File: config.mk
export PLATFORM = sky130hd
export DESIGN_NAME = alu_rs_param_flat
export DESIGN_NICKNAME = d
export VERILOG_FILES = /design/src/rtl/alu_rs_param_if.sv /design/src/rtl/alu_rs_param.sv /design/src/flat_wrapper.sv
export SDC_FILE = /design/constraint.sdc
export NUM_CORES = 2
export LEC_CHECK = 0
export BUFFER_PORTS_ARGS = -buffer_cell sky130_fd_sc_hd__buf_2
export CAP_MARGIN = 25
export CORE_MARGIN = 3
export CORE_UTILIZATION = 50
export DETAILED_ROUTE_END_ITERATION = 16
export PLACE_DENSITY = 0.71
export RECOVER_POWER = 100
export SYNTH_ARGS = -nofsm -noshare
export SYNTH_HDL_FRONTEND = slang
export SYNTH_SLANG_ARGS = --single-unit
File: constraint.sdc
create_clock -name clk_in -period 7.7 [get_ports clk_in]
set_input_delay 0.77 -clock clk_in [delete_from_list [all_inputs] [get_ports clk_in]]
set_output_delay 0.77 -clock clk_in [all_outputs]
set_load 0.03 [all_outputs]
File: src/rtl/alu_rs_param_if.sv
// Dispatch, CDB and issue signals of the ALU reservation station.
// The station itself uses the slave side; the feeding pipeline uses master.
interface alu_rs_param_if #(
    parameter int TAG_W = 4,
    parameter int XLEN  = 32,
    parameter int OP_W  = 5
);
    logic             disp_valid;
    logic             disp_ready;
    logic [TAG_W-1:0] disp_tag;
    logic [OP_W-1:0]  disp_op;
    logic [XLEN-1:0]  disp_vj;
    logic [XLEN-1:0]  disp_vk;
    logic [TAG_W-1:0] disp_qj;
    logic [TAG_W-1:0] disp_qk;
    logic [XLEN-1:0]  disp_addr;
    logic             cdb_active;
    logic [TAG_W-1:0] cdb_tag;
    logic [XLEN-1:0]  cdb_val;
    logic             iss_valid;
    logic             iss_ready;
    logic [TAG_W-1:0] iss_tag;
    logic [OP_W-1:0]  iss_op;
    logic [XLEN-1:0]  iss_vj;
    logic [XLEN-1:0]  iss_vk;
    logic [XLEN-1:0]  iss_addr;

    modport slave (
        input  disp_valid, disp_op, disp_vj, disp_vk, disp_qj, disp_qk, disp_addr,
        input  cdb_active, cdb_tag, cdb_val, iss_ready,
        output disp_ready, disp_tag, iss_valid, iss_tag, iss_op, iss_vj, iss_vk, iss_addr
    );

    modport master (
        output disp_valid, disp_op, disp_vj, disp_vk, disp_qj, disp_qk, disp_addr,
        output cdb_active, cdb_tag, cdb_val, iss_ready,
        input  disp_ready, disp_tag, iss_valid, iss_tag, iss_op, iss_vj, iss_vk, iss_addr
    );
endinterface

File: src/rtl/alu_rs_param.sv
// Parametrised ALU reservation station: captures operands from the CDB and
// issues the oldest fully-ready entry; supports flush and a global stall.
module alu_rs_param #(
    parameter int DEPTH    = 4,
    parameter int TAG_W    = 4,
    parameter int TAG_BASE = 1,
    parameter int XLEN     = 32,
    parameter int OP_W     = 5
) (
    input  logic                  clk_in,
    input  logic                  rst_in,
    input  logic                  rdy_in,
    input  logic                  flush,
    alu_rs_param_if.slave         rs,
    output logic [$clog2(DEPTH):0] count
);
    localparam int AGE_W = $clog2(DEPTH);
    localparam int CNT_W = AGE_W + 1;
    localparam logic [TAG_W-1:0] TAG_BASE_T = TAG_W'(TAG_BASE);

    logic [DEPTH-1:0] busy_q, busy_d;
    logic [OP_W-1:0]  op_q   [DEPTH];
    logic [OP_W-1:0]  op_d   [DEPTH];
    logic [XLEN-1:0]  vj_q   [DEPTH];
    logic [XLEN-1:0]  vj_d   [DEPTH];
    logic [XLEN-1:0]  vk_q   [DEPTH];
    logic [XLEN-1:0]  vk_d   [DEPTH];
    logic [TAG_W-1:0] qj_q   [DEPTH];
    logic [TAG_W-1:0] qj_d   [DEPTH];
    logic [TAG_W-1:0] qk_q   [DEPTH];
    logic [TAG_W-1:0] qk_d   [DEPTH];
    logic [XLEN-1:0]  addr_q [DEPTH];
    logic [XLEN-1:0]  addr_d [DEPTH];
    logic [AGE_W-1:0] age_q  [DEPTH];
    logic [AGE_W-1:0] age_d  [DEPTH];
    logic [CNT_W-1:0] count_q, count_d;

    logic             full;
    logic             anyReady;
    logic [AGE_W-1:0] freeIdx;
    logic [AGE_W-1:0] selIdx;
    logic [AGE_W-1:0] selAge;
    logic             issValid;
    logic             dispFire;
    logic             issFire;
    logic             cdbHit;

    // Lowest free slot for dispatch and lowest-age ready slot for issue.
    always_comb begin
        full     = &busy_q;
        freeIdx  = '0;
        anyReady = 1'b0;
        selIdx   = '0;
        selAge   = '0;
        for (int i = DEPTH - 1; i >= 0; i--) begin
            if (!busy_q[i]) freeIdx = AGE_W'(i);
        end
        for (int i = 0; i < DEPTH; i++) begin
            if (busy_q[i] && qj_q[i] == '0 && qk_q[i] == '0 &&
                (!anyReady || age_q[i] < selAge)) begin
                anyReady = 1'b1;
                selIdx   = AGE_W'(i);
                selAge   = age_q[i];
            end
        end
    end

    assign issValid      = anyReady && rdy_in && !flush;
    assign rs.iss_valid  = issValid;
    assign rs.disp_ready = !full && rdy_in && !flush;
    assign rs.disp_tag   = full ? '0 : TAG_BASE_T + TAG_W'(freeIdx);
    assign count         = count_q;

    always_comb begin
        rs.iss_tag  = '0;
        rs.iss_op   = '0;
        rs.iss_vj   = '0;
        rs.iss_vk   = '0;
        rs.iss_addr = '0;
        if (issValid) begin
            rs.iss_tag  = TAG_BASE_T + TAG_W'(selIdx);
            rs.iss_op   = op_q[selIdx];
            rs.iss_vj   = vj_q[selIdx];
            rs.iss_vk   = vk_q[selIdx];
            rs.iss_addr = addr_q[selIdx];
        end
    end

    assign dispFire = rs.disp_valid && rs.disp_ready;
    assign issFire  = issValid && rs.iss_ready;
    assign cdbHit   = rs.cdb_active && rs.cdb_tag != '0;

    // Wakeup, issue and dispatch; a slot freed by issue is not reused this
    // cycle because freeIdx comes from the registered busy bits.
    always_comb begin
        busy_d  = busy_q;
        op_d    = op_q;
        vj_d    = vj_q;
        vk_d    = vk_q;
        qj_d    = qj_q;
        qk_d    = qk_q;
        addr_d  = addr_q;
        age_d   = age_q;
        count_d = count_q;
        if (flush) begin
            busy_d  = '0;
            count_d = '0;
            for (int i = 0; i < DEPTH; i++) age_d[i] = '0;
        end else begin
            for (int i = 0; i < DEPTH; i++) begin
                if (busy_q[i] && cdbHit && qj_q[i] == rs.cdb_tag) begin
                    vj_d[i] = rs.cdb_val;
                    qj_d[i] = '0;
                end
                if (busy_q[i] && cdbHit && qk_q[i] == rs.cdb_tag) begin
                    vk_d[i] = rs.cdb_val;
                    qk_d[i] = '0;
                end
                if (issFire && busy_q[i] && age_q[i] > selAge) age_d[i] = age_q[i] - 1'b1;
            end
            if (issFire) busy_d[selIdx] = 1'b0;
            if (dispFire) begin
                busy_d[freeIdx] = 1'b1;
                op_d[freeIdx]   = rs.disp_op;
                addr_d[freeIdx] = rs.disp_addr;
                age_d[freeIdx]  = AGE_W'(count_q - CNT_W'(issFire));
                if (cdbHit && rs.disp_qj == rs.cdb_tag) begin
                    vj_d[freeIdx] = rs.cdb_val;
                    qj_d[freeIdx] = '0;
                end else begin
                    vj_d[freeIdx] = rs.disp_vj;
                    qj_d[freeIdx] = rs.disp_qj;
                end
                if (cdbHit && rs.disp_qk == rs.cdb_tag) begin
                    vk_d[freeIdx] = rs.cdb_val;
                    qk_d[freeIdx] = '0;
                end else begin
                    vk_d[freeIdx] = rs.disp_vk;
                    qk_d[freeIdx] = rs.disp_qk;
                end
            end
            count_d = count_q + CNT_W'(dispFire) - CNT_W'(issFire);
        end
    end

    always_ff @(posedge clk_in) begin
        if (rst_in) begin
            busy_q  <= '0;
            count_q <= '0;
            for (int i = 0; i < DEPTH; i++) begin
                op_q[i]   <= '0;
                vj_q[i]   <= '0;
                vk_q[i]   <= '0;
                qj_q[i]   <= '0;
                qk_q[i]   <= '0;
                addr_q[i] <= '0;
                age_q[i]  <= '0;
            end
        end else if (rdy_in) begin
            busy_q  <= busy_d;
            count_q <= count_d;
            op_q    <= op_d;
            vj_q    <= vj_d;
            vk_q    <= vk_d;
            qj_q    <= qj_d;
            qk_q    <= qk_d;
            addr_q  <= addr_d;
            age_q   <= age_d;
        end
    end
endmodule

File: src/flat_wrapper.sv
// flat-port wrapper written by rule: the top's interface ports become plain ports
module alu_rs_param_flat 
#(
    parameter int DEPTH    = 4,
    parameter int TAG_W    = 4,
    parameter int TAG_BASE = 1,
    parameter int XLEN     = 32,
    parameter int OP_W     = 5
)
  (clk_in, rst_in, rdy_in, flush, count, rs_disp_valid, rs_disp_op, rs_disp_vj, rs_disp_vk, rs_disp_qj, rs_disp_qk, rs_disp_addr, rs_cdb_active, rs_cdb_tag, rs_cdb_val, rs_iss_ready, rs_disp_ready, rs_disp_tag, rs_iss_valid, rs_iss_tag, rs_iss_op, rs_iss_vj, rs_iss_vk, rs_iss_addr);
  alu_rs_param_if #(.TAG_W(TAG_W), .XLEN(XLEN), .OP_W(OP_W)) rs_i ();
  input  logic clk_in;
  input  logic rst_in;
  input  logic rdy_in;
  input  logic flush;
  output logic [$clog2(DEPTH):0] count;
  input wire logic [$bits(rs_i.disp_valid)-1:0] rs_disp_valid;
  input wire logic [$bits(rs_i.disp_op)-1:0] rs_disp_op;
  input wire logic [$bits(rs_i.disp_vj)-1:0] rs_disp_vj;
  input wire logic [$bits(rs_i.disp_vk)-1:0] rs_disp_vk;
  input wire logic [$bits(rs_i.disp_qj)-1:0] rs_disp_qj;
  input wire logic [$bits(rs_i.disp_qk)-1:0] rs_disp_qk;
  input wire logic [$bits(rs_i.disp_addr)-1:0] rs_disp_addr;
  input wire logic [$bits(rs_i.cdb_active)-1:0] rs_cdb_active;
  input wire logic [$bits(rs_i.cdb_tag)-1:0] rs_cdb_tag;
  input wire logic [$bits(rs_i.cdb_val)-1:0] rs_cdb_val;
  input wire logic [$bits(rs_i.iss_ready)-1:0] rs_iss_ready;
  output wire logic [$bits(rs_i.disp_ready)-1:0] rs_disp_ready;
  output wire logic [$bits(rs_i.disp_tag)-1:0] rs_disp_tag;
  output wire logic [$bits(rs_i.iss_valid)-1:0] rs_iss_valid;
  output wire logic [$bits(rs_i.iss_tag)-1:0] rs_iss_tag;
  output wire logic [$bits(rs_i.iss_op)-1:0] rs_iss_op;
  output wire logic [$bits(rs_i.iss_vj)-1:0] rs_iss_vj;
  output wire logic [$bits(rs_i.iss_vk)-1:0] rs_iss_vk;
  output wire logic [$bits(rs_i.iss_addr)-1:0] rs_iss_addr;
  assign rs_i.disp_valid = rs_disp_valid;
  assign rs_i.disp_op = rs_disp_op;
  assign rs_i.disp_vj = rs_disp_vj;
  assign rs_i.disp_vk = rs_disp_vk;
  assign rs_i.disp_qj = rs_disp_qj;
  assign rs_i.disp_qk = rs_disp_qk;
  assign rs_i.disp_addr = rs_disp_addr;
  assign rs_i.cdb_active = rs_cdb_active;
  assign rs_i.cdb_tag = rs_cdb_tag;
  assign rs_i.cdb_val = rs_cdb_val;
  assign rs_i.iss_ready = rs_iss_ready;
  assign rs_disp_ready = rs_i.disp_ready;
  assign rs_disp_tag = rs_i.disp_tag;
  assign rs_iss_valid = rs_i.iss_valid;
  assign rs_iss_tag = rs_i.iss_tag;
  assign rs_iss_op = rs_i.iss_op;
  assign rs_iss_vj = rs_i.iss_vj;
  assign rs_iss_vk = rs_i.iss_vk;
  assign rs_iss_addr = rs_i.iss_addr;
  alu_rs_param #(.DEPTH(DEPTH), .TAG_W(TAG_W), .TAG_BASE(TAG_BASE), .XLEN(XLEN), .OP_W(OP_W)) u_core (.clk_in(clk_in), .rst_in(rst_in), .rdy_in(rdy_in), .flush(flush), .rs(rs_i), .count(count));
endmodule
# == Yosys cells after proc, flatten, opt, wreduce, memory -nomap -nowiden ==
# Index checks and enable logic that the tools add are counted.
# op_classes
reduce_logical,63
eq_ne,10
addsub,9
bitwise_logic,9
n_mux,109
order_cmp,14
# ops
operator,n
two-way mux 32 bit,26
bitwise mux 128 bit,5
two-way mux 128 bit,4
binary-select mux 32 bit (select 2 bit),3
two-way mux 4 bit,23
demux 32 bit (select 2 bit),1
two-way mux 16 bit,4
logical AND 1 bit,43
equality test 4 bit,10
two-way mux 2 bit,19
bitwise AND 16 bit,2
bitwise mux 16 bit,2
zero test 4 bit,8
bitwise mux 20 bit,1
two-way mux 5 bit,4
two-way mux 8 bit,2
NOT 16 bit,1
binary-select mux 5 bit (select 2 bit),1
demux 5 bit (select 2 bit),1
bitwise mux 8 bit,1
demux 4 bit (select 2 bit),1
greater-than comparator 2 bit,4
subtractor 2 x 1 -> 2 bit (second input constant),4
two-way mux 1 bit,7
23 further kinds,37
# totals
output_inout_bits,114
register_bits,451

# == Longest topological paths before layout ==
# depth
depth_word,27
depth_mapped,33

# == Worst setup path after synthesis ==
# No wires, ideal clock.
# synth_timing
path_type,flip-flop to output port
startpoint,reg u_core.qk_q[12] (netlist name)
endpoint,out rs_iss_op[1]
required_time_ns,6.930
setup_slack_ns,1.850
path_stages_with_launch,25
arrival_time_ns,5.080
path_cell_list,dfxtp_1 -> or4_4 -> nor3_2 -> nand2_1 -> ha_1 -> a21oi_1 -> o21ai_2 -> buf_4 -> mux2i_1 -> inv_1 -> ha_1 -> nor2_1 -> nand4_1 -> o31ai_1 -> a31oi_1 -> buf_2 -> mux2i_1 -> ha_1 -> or3_1 -> a31oi_1 -> a21o_1 -> buf_2 -> clkbuf_1 -> nand2_1 -> a21oi_1
# synth_between
elab_chain_cells,20
elab_cells_between_ends,31
classes_between,3 x order compare; 14 x mux; 1 x bitwise; 13 x reduce/logical
# synth_rtl
item,line_no,text
from (decl),alu_rs_param.sv:30,logic [TAG_W-1:0] qk_q [DEPTH];
from (signal assigned),alu_rs_param.sv:166,qk_q <= qk_d;
zero test 4 bit *,alu_rs_param.sv:59,if (busy_q[i] && qj_q[i] == '0 && qk_q[i] == '0 &&
logical AND 1 bit *,alu_rs_param.sv:59,
two-way mux 2 bit / two-way mux 1 bit (equally long branches),alu_rs_param.sv:59,
less-than comparator 2 bit / zero test 1 bit (equally long branches),alu_rs_param.sv:60,(!anyReady || age_q[i] < selAge)) begin
logical OR 1 bit,alu_rs_param.sv:60,
logical AND 1 bit,alu_rs_param.sv:59,
two-way mux 2 bit / two-way mux 1 bit (equally long branches),alu_rs_param.sv:59,
less-than comparator 2 bit / zero test 1 bit (equally long branches),alu_rs_param.sv:60,
[... 3 more ...],-,
less-than comparator 2 bit / zero test 1 bit (equally long branches),alu_rs_param.sv:60,
logical OR 1 bit,alu_rs_param.sv:60,
logical AND 1 bit,alu_rs_param.sv:59,
two-way mux 2 bit,alu_rs_param.sv:59,
NOT 2 -> 3 bit (implied by the code),alu_rs_param.sv:82,rs.iss_op = op_q[selIdx];
binary-select mux 5 bit (select 2 bit),alu_rs_param.sv:82,
two-way mux 5 bit (implied by the code) (2 in series),alu_rs_param.sv:82,
two-way mux 5 bit *,alu_rs_param.sv:80,if (issValid) begin
to (decl),flat_wrapper.sv:32,output wire logic [$bits(rs_i.iss_op)-1:0] rs_iss_op;
# Mark *: on every way between the ends. The rest lies on a longest branch, timed or not. The select of a mux whose other input is x is not followed.

# == Worst setup path after layout ==
# layout_timing
startpoint,reg u_core.qk_q[12] (netlist name)
endpoint,out rs_iss_vj[21]
# layout_between
elab_chain_cells,20
elab_cells_between_ends,31
classes_between,3 x order compare; 14 x mux; 1 x bitwise; 13 x reduce/logical
# layout_rtl
item,line_no,text
zero test 4 bit *,alu_rs_param.sv:59,
logical AND 1 bit *,alu_rs_param.sv:59,
two-way mux 2 bit / two-way mux 1 bit (equally long branches),alu_rs_param.sv:59,
less-than comparator 2 bit / zero test 1 bit (equally long branches),alu_rs_param.sv:60,
logical OR 1 bit,alu_rs_param.sv:60,
logical AND 1 bit,alu_rs_param.sv:59,
two-way mux 2 bit / two-way mux 1 bit (equally long branches),alu_rs_param.sv:59,
less-than comparator 2 bit / zero test 1 bit (equally long branches),alu_rs_param.sv:60,
[... 3 more ...],-,
less-than comparator 2 bit / zero test 1 bit (equally long branches),alu_rs_param.sv:60,
logical OR 1 bit,alu_rs_param.sv:60,
logical AND 1 bit,alu_rs_param.sv:59,
two-way mux 2 bit,alu_rs_param.sv:59,
NOT 2 -> 3 bit (implied by the code),alu_rs_param.sv:83,rs.iss_vj = vj_q[selIdx];
binary-select mux 32 bit (select 2 bit),alu_rs_param.sv:83,
two-way mux 32 bit (implied by the code) (2 in series),alu_rs_param.sv:83,
two-way mux 32 bit *,alu_rs_param.sv:80,
to (decl),flat_wrapper.sv:33,output wire logic [$bits(rs_i.iss_vj)-1:0] rs_iss_vj;
# Marks and branches as above.

==> flow_summary.json <==
{
  "violations": "max-capacitance violations, max-slew violations",
  "startpoint_type": "flip-flop",
  "grtUsageTotal": 0.3097,
  "drc": 0,
  "min_path_type": "in2reg",
  "clock-skew-final_ns": 0.02017,
  "seq_power_share": 0.453,
  "maxSlewViolCount": 761,
  "synth_edf_count": 0,
  "vias_per_cell": 6.254,
  "worst_slew_pin_slew_ns": 3.382,
  "start_util": 0.5137,
  "synth_async_sr_flop_share": 0,
  "crit_type": "reg2out",
  "dr.pass1.iters": 5,
  "status": "finished with violations",
  "combinationalPowerShare": 0.065,
  "p_sw_frac": 0.2421,
  "wl_um": 77930,
  "fmaxAchievable_mhz": 135.4,
  "core_mm2": 0.04480,
  "cp.arrival_ns": 6.62,
  "rsz0062_at_grt": "no",
  "grt_pass1_vias": 21740,
  "grt_pass1_wl_um": 120300,
  "final.setup.worst_slack_ns": 0.3141,
  "synth_warnings": 0,
  "power.share.clock": 0.482,
  "clk_latency_ns": 0.60,
  "synth_most_common_cell": "nand2_1",
  "drtAntennaViolNets": 0,
  "nNetsFinal": 3145,
  "syn_inst": 2906,
  "clock_sinks": 451,
  "seq_area_frac_synth": 0.3923,
  "overflow": 0,
  "fp-row-count": 77,
  "grt_max_degree": 155,
  "area_delta_synth_final_pct": 12.97,
  "clkTransAtPathRegs_ns": 0.06,
  "cts_max_level": 2,
  "worst_setup_path_end_kind": "primary output",
  "ys_seq_elements": 451,
  "final_cell_count_no_fill": 3608,
  "drive_above_1_share": 0.1196,
  "first_iter_violations": 2264,
  "switchingPower_w": 0.001268,
  "die-area_mm2": 0.04863,
  "cts_tree": "yes",
  "netlist_area_mm2": 0.02301,
  "max_cap_violations": 19,
  "fin_crit_ns": 7.386,
  "cp_max_fo": 21,
  "synth_top_cells_by_count": "nand2_1 (524), dfxtp_1 (451), nor2_1 (338), a21oi_1 (290), a211oi_1 (251)",
  "intPower_w": 0.003971,
  "whs_ns": 0.4430,
  "cts_root_buffer": "clkbuf_16",
  "setup_viol": 0,
  "synth_top_area_cell": "dfxtp_1",
  "ir_drop_uv": 168.0,
  "die_w_um": 220.5,
  "cts_setup_buffers": 0,
  "numCtsBuffers": 49,
  "synthFlopType": "dfxtp_1",
  "slew_headroom": -1.255,
  "io_pins": 266,
  "setup_tns_ns": 0,
  "dpl.hpwl_um": 46510,
  "total_leakage_power_nw": 10.12,
  "synth_cell_types": 58,
  "avgSynthCellArea_um2": 7.919,
  "antenna_found_initial": 10,
  "hold_viol_final": 0,
  "io_buffers": 263,
  "dpl_worst_slack_ns": 1.015,
  "synth_top_area_share": 0.3923,
  "synth_area_leaders": "dfxtp_1 (39%), mux2i_1 (9.8%), nand2_1 (8.5%)",
  "clockBufferDepth": 3,
  "finalCritPeriodShare": 0.9592,
  "dpl.cell_count": 3507,
  "required_ns": 6.93,
  "final_util": 0.5803,
  "die-height_um": 220.5,
  "p_per_area_mw_per_mm2": 201.5,
  "vias": 22570,
  "routedWlPerCell_um": 21.60,
  "globalplace.congestion": 0.8702
}
layout make-up:
type	instances	area, µm²
flip-flops and latches	451	9029
diodes	5	12.51
clock buffers	65	1376
inverters	25	95.09
fillers	4123	18800
clock inverters	27	360.3
repair buffers	310	1600
well taps	592	740.7
multi-input cells	2133	12780
kinds of logic after synthesis:
logic type,share of synthesized area
buffers and inverters,0.05937
other,0.0001630
muxes,0.1145
xor gates and xnor gates,0.01599
DFF,0.3923
adders and majority gates,0.01283
and+or+nand+nor,0.1638
AOI/OAI and AO/OA,0.2410
power groups by stage:
stage	clock [W]	combinational (W)	sequential [W]
2_1_floorplan	0	0.000208	0.00242
3_3_place_gp	0	0.000329	0.00242
3_5_place_dp	0	0.000337	0.00242
4_1_cts	0.00256	0.000339	0.00237
5_1_grt	0.00265	0.000368	0.00237
6_report	0.00252	0.000343	0.00237
flip-flops by register name, summed over array words and instances (netlist names):
register / cells
u_core.age_q: 8
u_core.vk_q: 128
u_core.qk_q: 16
u_core.vj_q: 128
u_core.qj_q: 16
u_core.addr_q: 128
u_core.busy_q: 4
u_core.count: 3
u_core.op_q: 20
through the flow:
step / total power (W) / instance area [µm²]
finish: 0.005239 / 26000
global route: 0.005394 / 25990
detailed placement: 0.002760 / 24420
CTS: 0.005265 / 26150
floorplan: 0.002627 / 23020
global placement: 0.002750 / 24330
critical path: stages (launching register included):
cell and delay [ns]:
dfxtp_1 0.33, or4_1 0.58, nor3_2 0.35, nand2_1 0.15, ha_1 0.31, a21oi_1 0.23
o21ai_4 0.09, mux2i_1 0.21, inv_1 0.07, ha_1 0.27, nor2_1 0.17, nand4_1 0.12
o31ai_1 0.15, a31oi_4 0.06, mux2i_1 0.25, ha_1 0.21, nor2_1 0.05, a31oi_1 0.16
nor2_1 0.15, a21oi_4 0.69, clkbuf_2 0.56, o211ai_1 0.21, a21oi_1 0.27, clkbuf_1 0.35
what timing repair did:
item	CTS	global route
endpoints found under the setup margin	0	8
hold buffers	0	0
gates resized for setup	0	0
layer usage:
metal  vias up  share of wire  global-route usage
li1      10440              -                   -
met1     10850           0.41              0.3933
met2      1080           0.47              0.5243
met3       185          0.081             0.05177
met4        12          0.034              0.1282
met5         -         0.0012                   0
placed cells by master (no fill, tap or decap), types with 5 or more instances in the layout:
master     Yosys  routed
o22a_1         8       8
a211oi_1     251     251
inv_1         24      24
o21ai_0       13      15
nor3_1        12      12
a21oi_1      290     291
clkbuf_2       0      12
and3_1         5       5
nand3_1        7       7
nor2b_1       19      19
mux2_2        33      33
clkbuf_1     234     104
buf_2         23     173
mux2i_1      226     222
ha_1          22      22
o211ai_1     101     101
xor2_1        15      15
clkbuf_16      0      49
dfxtp_1      451     451
a31oi_1       16      15
bufinv_16      0       7
nand4_1        8       8
clkinv_2       1      10
nand2_1      524     522
and2_1         9       5
xnor2_1       27      27
clkbuf_8       0       9
o22ai_1      131     131
nor2_1       338     337
nor4_1         6       6
a22oi_1       10      10
diode_2        0       5
buf_4         20      22
worst paths after layout:
check	startpoint	end	slack, ns	cells after the start
setup / recovery	u_core.qk_q[12]	rs_iss_vj[21]	0.31	23
hold / removal	rs_disp_addr[15]	u_core.addr_q[111]	0.44	3
setup reg to reg	u_core.qk_q[12]	u_core.age_q[1]	0.74	26
hold reg to reg	u_core.addr_q[44]	u_core.addr_q[44]	0.45	2
(Power assumes the default switching activity.)
